==> src/rtl/maltsev_op_pkg.sv <==
// maltsev_op_pkg -- definitions shared by the Maltsev operation blocks.
//
// Contents:
//   op_state_t / ST_IDLE / ST_BUSY : operation FSM encoding (IDLE=0, BUSY=1)
//   RD_IDLE / RD_BUSY              : levels of the RD handshake output
//   clog2()                        : constant-evaluable ceiling log2 used to
//                                    size selector and counter fields
package maltsev_op_pkg;

   typedef logic [0:0] op_state_t;

   localparam op_state_t ST_IDLE = 1'b0;
   localparam op_state_t ST_BUSY = 1'b1;

   localparam logic RD_IDLE = 1'b1;
   localparam logic RD_BUSY = 1'b0;

   // Smallest r with 2**r >= n; returns 0 for n <= 1.
   function automatic int clog2(input int n);
      int r;
      r = 0;
      while ((32'sd1 <<< r) < n) begin
         r = r + 1;
      end
      return r;
   endfunction

endpackage

==> src/rtl/st_edge_det.sv <==
// st_edge_det -- start-request detector shared by the Maltsev operation blocks.
//
// Ports:
//   CLK  in  clock, rising edge active
//   RST  in  asynchronous active-low reset
//   ST   in  start level from the requester
//   REQ  out 1 while ST=1 and the previous sampled ST was 0; the owning
//            block treats REQ at a rising CLK edge as one start request
module st_edge_det
   import maltsev_op_pkg::*;
(
   input  logic CLK,
   input  logic RST,
   input  logic ST,
   output logic REQ
);

   logic st_old_d;
   logic st_old_q;

   // Next value of the previous-ST sample.
   always_comb begin
      st_old_d = ST;
   end

   // Previous-ST register; cleared on reset so ST already high at release is a request.
   always_ff @(posedge CLK or negedge RST) begin
      if (!RST) begin
         st_old_q <= 1'b0;
      end else begin
         st_old_q <= st_old_d;
      end
   end

   // Kept combinational so the owning block acts on the very edge that sees the 0->1 step.
   assign REQ = ST & ~st_old_q;

endmodule

==> src/rtl/operation_proj_n.sv <==
// operation_proj_n -- projection operator of the Maltsev operation library.
// On a start request it captures operand channel SEL of IN into RES and
// raises RD LAT cycles after the accepting edge.
//
// Parameters: BW (word width), NIN (channel count, >=2), LAT (latency, >=1),
//             SW (SEL width, derived from NIN).
// Ports:
//   CLK   in   clock, rising edge active
//   RST   in   asynchronous active-low reset
//   ST    in   start level; 0->1 step sampled on CLK requests an operation
//   SEL   in   SW      operand index, sampled on the accepting edge
//   IN    in   NIN*BW  flattened operands, channel k = IN[k*BW +: BW]
//   RES   out  BW      result register
//   RD    out  1 = idle and RES valid
//   ERR   out  last accepted operation had SEL >= NIN
//   OVR   out  sticky: a start request arrived while busy
//   OPCNT out  16-bit accepted-operation counter, present only when the
//              macro OPERATION_PROJ_N_CNT_EN is defined
module operation_proj_n
   import maltsev_op_pkg::*;
#(
   parameter int BW  = 16,
   parameter int NIN = 2,
   parameter int LAT = 1,
   parameter int SW  = clog2(NIN)
) (
   input  logic              CLK,
   input  logic              RST,
   input  logic              ST,
   input  logic [SW-1:0]     SEL,
   input  logic [NIN*BW-1:0] IN,
   output logic [BW-1:0]     RES,
   output logic              RD,
   output logic              ERR,
   output logic              OVR
`ifdef OPERATION_PROJ_N_CNT_EN
   ,
   output logic [15:0]       OPCNT
`endif
);

   // Counter holds at most LAT-1; keep at least one bit for LAT=1.
   localparam int CW = (LAT > 1) ? clog2(LAT) : 1;
   localparam logic [CW-1:0] CNT_INIT = CW'(LAT - 1);

   logic            req_s;
   logic            sel_ok_s;
   logic [BW-1:0]   mux_s;

   op_state_t       state_d, state_q;
   logic [CW-1:0]   cnt_d,   cnt_q;
   logic [BW-1:0]   res_d,   res_q;
   logic            rd_d,    rd_q;
   logic            err_d,   err_q;
   logic            ovr_d,   ovr_q;

   st_edge_det u_st_edge_det (
      .CLK (CLK),
      .RST (RST),
      .ST  (ST),
      .REQ (req_s)
   );

   // Codes NIN..2**SW-1 are invalid; there is no wrap-around onto real channels.
   assign sel_ok_s = (32'(SEL) < 32'(NIN));

   // Channel mux; evaluates to zero for an invalid index.
   always_comb begin
      mux_s = '0;
      for (int k = 0; k < NIN; k++) begin
         mux_s = (32'(SEL) == 32'(k)) ? IN[k*BW +: BW] : mux_s;
      end
   end

   // Operation FSM: capture on an idle request, then count down the latency.
   always_comb begin
      state_d = state_q;
      cnt_d   = cnt_q;
      res_d   = res_q;
      rd_d    = rd_q;
      err_d   = err_q;
      ovr_d   = ovr_q;
      case (state_q)
         ST_IDLE: begin
            if (req_s) begin
               res_d   = mux_s;
               err_d   = ~sel_ok_s;
               rd_d    = RD_BUSY;
               cnt_d   = CNT_INIT;
               state_d = ST_BUSY;
            end else begin
               state_d = ST_IDLE;
            end
         end
         ST_BUSY: begin
            // A request here is dropped, including one on the edge that ends the operation.
            if (req_s) begin
               ovr_d = 1'b1;
            end else begin
               ovr_d = ovr_q;
            end
            if (cnt_q == '0) begin
               rd_d    = RD_IDLE;
               state_d = ST_IDLE;
            end else begin
               cnt_d = cnt_q - CW'(1);
            end
         end
         default: begin
            state_d = ST_IDLE;
            rd_d    = RD_IDLE;
            cnt_d   = '0;
         end
      endcase
   end

   // State and output registers.
   always_ff @(posedge CLK or negedge RST) begin
      if (!RST) begin
         state_q <= ST_IDLE;
         cnt_q   <= '0;
         res_q   <= '0;
         rd_q    <= RD_IDLE;
         err_q   <= 1'b0;
         ovr_q   <= 1'b0;
      end else begin
         state_q <= state_d;
         cnt_q   <= cnt_d;
         res_q   <= res_d;
         rd_q    <= rd_d;
         err_q   <= err_d;
         ovr_q   <= ovr_d;
      end
   end

   assign RES = res_q;
   assign RD  = rd_q;
   assign ERR = err_q;
   assign OVR = ovr_q;

`ifdef OPERATION_PROJ_N_CNT_EN
   logic        accept_s;
   logic [15:0] opcnt_d, opcnt_q;

   assign accept_s = req_s & (state_q == ST_IDLE);

   // Accepted-operation count; wraps naturally at 16 bits.
   always_comb begin
      if (accept_s) begin
         opcnt_d = opcnt_q + 16'd1;
      end else begin
         opcnt_d = opcnt_q;
      end
   end

   // Operation counter register.
   always_ff @(posedge CLK or negedge RST) begin
      if (!RST) begin
         opcnt_q <= 16'd0;
      end else begin
         opcnt_q <= opcnt_d;
      end
   end

   assign OPCNT = opcnt_q;
`endif

endmodule

==> config.mk <==
export PLATFORM = sky130hd
export DESIGN_NAME = operation_proj_n
export DESIGN_NICKNAME = d
export VERILOG_FILES = /design/src/rtl/maltsev_op_pkg.sv /design/src/rtl/st_edge_det.sv /design/src/rtl/operation_proj_n.sv
export SDC_FILE = /design/constraint.sdc
export NUM_CORES = 1
export LEC_CHECK = 0
export BUFFER_PORTS_ARGS = -buffer_cell sky130_fd_sc_hd__buf_4
export CAP_MARGIN = 20
export CORE_UTILIZATION = 47
export CTS_CLUSTER_DIAMETER = 80
export DETAILED_ROUTE_END_ITERATION = 6
export PLACE_DENSITY = 0.83
export SLEW_MARGIN = 10
export SYNTH_ARGS = -nofsm -noshare
export SYNTH_HDL_FRONTEND = slang
export SYNTH_HIERARCHICAL = 1
export SYNTH_SLANG_ARGS = --single-unit
==> constraint.sdc <==
create_clock -name CLK -period 3.67 [get_ports CLK]
set_input_delay 0.5505 -clock CLK [delete_from_list [all_inputs] [get_ports CLK]]
set_output_delay 0.5505 -clock CLK [all_outputs]
set_load 0.01 [all_outputs]
Yosys cells after proc, flatten, opt, wreduce, memory -nomap -nowiden
Cells that the tools add are included.

Register bits after elaboration: 21. Input bits: 36. Word-level logic and storage cells: 24.

Add/sub/neg operators: 1. Equality and inequality tests: 2. Multiplexer cells: 9. Bitwise operators: 3. Reduce and logical (&&, ||, !) cells: 3.

Operators by type and width (count): two-way mux 16 bit (1); case mux 1 bit (2 select lines) (3); AND reduction 2 bit (3); two-way mux 1 bit (5); != test 2 bit, second input constant (2); NOT 1 bit (2); bitwise AND 1 bit (1); subtractor 1 bit, second input constant (1).

Logic depth before layout (Yosys ltp)
Word-level depth: 4. Gate-level depth with buffers: 5. Depth with buffers taken out: 3.

Hierarchy
Netlist, hierarchy kept.

By module, submodules not included: operation_proj_n (times used 1, cells an instance 61, area each 994.7 µm²); st_edge_det (times used 1, cells an instance 2, area each 38.8 µm²).

Worst setup path after synthesis
No wires, ideal clock.

Kind: input -> register. From: in ST. To: reg res_q[0] (netlist: RES[0]). Arrival: 1.456 ns. Data required time: 3.545 ns. Path slack: 2.089 ns. Cell stages on the path: 5. Buffers on the path: 2. Path through: nor2b_4 nor2b_1 buf_4 buf_4 mux2_4.

Cells in the longest elaborated chain, start to end: 2.

Ends and longest elaborated chain: start, declared (RTL line operation_proj_n.sv:29) `input logic ST,`; bitwise AND 1 bit (RTL line st_edge_det.sv:36) `assign REQ = ST & ~st_old_q;`; AND reduction 2 bit (no line); end signal, assigned (RTL line operation_proj_n.sv:129) `res_q <= res_d;`; end, declared (RTL line operation_proj_n.sv:52) `logic [BW-1:0] res_d, res_q;`.

Every way passes these cells. A chain may end at the register's enable or synchronous reset.

Worst setup path after layout
From: reg u_st_edge_det.st_old_q. To: reg res_q[10] (netlist: RES[10]).

Cells in the longest elaborated chain, start to end: 3.

Ends and longest elaborated chain: start, declared (RTL line st_edge_det.sv:19) `logic st_old_q;`; start signal, assigned (RTL line st_edge_det.sv:31) `st_old_q <= st_old_d;`; NOT 1 bit (RTL line st_edge_det.sv:36); bitwise AND 1 bit (RTL line st_edge_det.sv:36); named net req_s (RTL line operation_proj_n.sv:46) `logic req_s;`; AND reduction 2 bit (no line).

The timed path passes the listed nets, and every way through them passes these cells.

==> reports/results.txt <==
Synth Flop Type: dfrtp_1
Max-cap violations: 0
Vias in the first global route: 731
Synth cell count leaders: 20 x mux2_4, 19 x dfrtp_1, 12 x mux2_2, 3 x buf_4, 2 x a21o_1
Core Rows: 16
Main combinational cell family by area after synthesis: multiplexers
Synth Area in Adders: 0%
Critical path data required time: 3.86 ns
Vias per cell: 4.87
Die Ht: 48.9 um
I/O pins: 55
Antenna violations before repair: 0
Area leader, netlist: dfrtp_1
Async SR Flop Fraction: 100%
Vias: 692
Minimum clock period: 1.84 ns
Status: finished clean
WS Path Type: reg2reg
Crit start category: flop
Ranking of synthesized cells by area: dfrtp_1 46%, mux2_4 29%, mux2_2 13%
Fin worst setup slack: 1.83 ns
Crit path DAT: 2.03 ns
Critical Path End Type: flop
Leakage power: 0.000730 uW
# port buffers: 53
Worst Skew: 0.00761 ns
Post-synthesis mux area share: 42.1%
Core Util, Final: 71.2%
Post-Syn Area: 1030 um^2
Syn Inst Count: 63
Yosys top cell area share: 46.0%
DRC Markers: 0
Synth Net Count: 99
Post-Synth XOR/XNOR Area: 0%
Initial core utilization: 51.1%
GR Overflow Total: 0
# Post-CTS Setup Buffers: 0
FMAX: 543 MHz
Area delta synth->final: 39.3%
Most frequent cell after synthesis: mux2_4
Slew @ Worst Pin: 0.975 ns
Post-synthesis compound-gate area fraction: 1.45%
Period utilisation layout: 50.2%
RSZ-0062 raised after global routing: false
Clk root buf: clkbuf_4
Core Area: 2020 um^2
Tot Pwr: 583 uW
Simple-gate share of the synthesized area: 1.94%
PD cells: 405 nW/um^2
CTS max path bufs: 2
Routed len/inst: 13.5 um
Layout cells sized above 1: 79.1%
Sum Neg Setup Slack: 0 ns
Hold Crit Class: in2async
Slowest-stage cell, CP: nor2b_2
Routed Antenna Nets: 0
Storage cell area: 502 um^2
Fillers: 146
# nets final: 152
Total track usage: 18.5%
Ant. Diodes: 0
Multi-input logic area: 477 um^2
Post-Place Setup Slack: 1.53 ns
Post-cts sizing count: 0
Synth warn: 6
Avg Cell Area, Syn: 16.4 um^2
H-tree levels: 1
Peak supply drop: 0.000211 V
Die area: 2390 um^2
Largest net degree at the start of global routing: 21
Routability congestion estimate: 0.634
CTS tree: done
TritonCTS Buffers: 3
Max incr delay on CP: 0.79 ns
CTS Hold Bufs: 0
EDFF count, synth: 0
Endpoints failing hold: 0
Slew margin rel.: 34.7%
First-pass GRT wire length: 3210 um
Critical-path cell list: nor2b_4 > nor2b_2 > mux2_2
Setup-failing EPs final: 0
Pins Over Slew Limit: 0
Die W: 48.9 um
Post-synthesis sequential area ratio: 48.5%
Final WL: 1920 um
CP Max Fanout: 17
Unique cell type count in the Yosys netlist: 12
DR pass1 iterations: 4
Clock Sinks: 20
Starting DRC count in detailed routing: 3
Synth Register Bits: 20
Worst-Skew Late Latency: 0.29 ns
Clk slew on worst S/H paths: 0.11 ns
## path summary, 6_finish.rpt
check                      slack [ns]  cells past startpoint                     end                    from
setup reg to reg                 1.83                      3                 RES[10]  u_st_edge_det/st_old_q
setup / recovery                 1.83                      3                 RES[10]  u_st_edge_det/st_old_q
min in group CLK                 0.37                      1  u_st_edge_det/st_old_q                      ST
max in group asynchronous        3.30                      1                      RD                     RST
hold reg to reg                  0.47                      1                     OVR                     OVR
hold / removal                   0.10                      1                  RES[7]                     RST
## where the power goes
part	switching [uW]	total [uW]	internal, uW
logic	65.2	196	130
registers	23.9	285	261
clock network	61.0	103	42.3
total	150	583	433
## cell families (layout without fill, tap and decap cells)
kind of cell,after synthesis,in the layout
muxes,32,32
AOI/OAI and AO/OA,2,2
DFF,20,20
other,1,1
and+or+nand+nor,2,2
buffers and inverters,6,58
## state kept, by name (all words and copies together), names as in the netlist
register                cells
RES                        16
OVR                         1
RD                          1
state_q                     1
u_st_edge_det/st_old_q      1
## critical path: cells and delay by family, from the launching register on
family | cells | cell delay (ns)
flops | 1 | 0.41
mux | 1 | 0.42
simple gates | 2 | 0.91
## cells in the final DEF (no fill, tap or decap)
master	count
buf_4	53
mux2_4	20
dfrtp_1	19
mux2_2	12
clkbuf_4	3
a21o_1	2
dfstp_2	1
nor2b_2	1
inv_1	1
conb_1	1
clkbuf_1	1
nor2b_4	1
## routing by layer
| layer | up-vias | part of all wire, % | track usage, % |
|---|---|---|---|
| met3 | 4 | 8.7 | 4.05 |
| met1 | 323 | 39 | 20.6 |
| met2 | 44 | 50 | 32.6 |
| li1 | 321 | - | - |
| met4 | 0 | 1.7 | 10.3 |
| met5 | - | 0 | 0 |
## layout make-up
type,count,share of cell area [%]
timing repair buffer,53,27.6
inverter,1,0.261
multi-input combinational,37,33.1
sequential,20,34.8
tap,27,2.35
clock buffer,4,1.82
## metrics by stage
step                std cells  hold slack, ns  instance area (um^2)
floorplan                  63           0.255                  1030
global placement          138           0.435                  1410
detailed placement        138           0.438                  1410
CTS                       142           0.104                  1440
global route              142           0.104                  1440
finish                    142           0.104                  1440
Power figures use the tool's default switching activity.
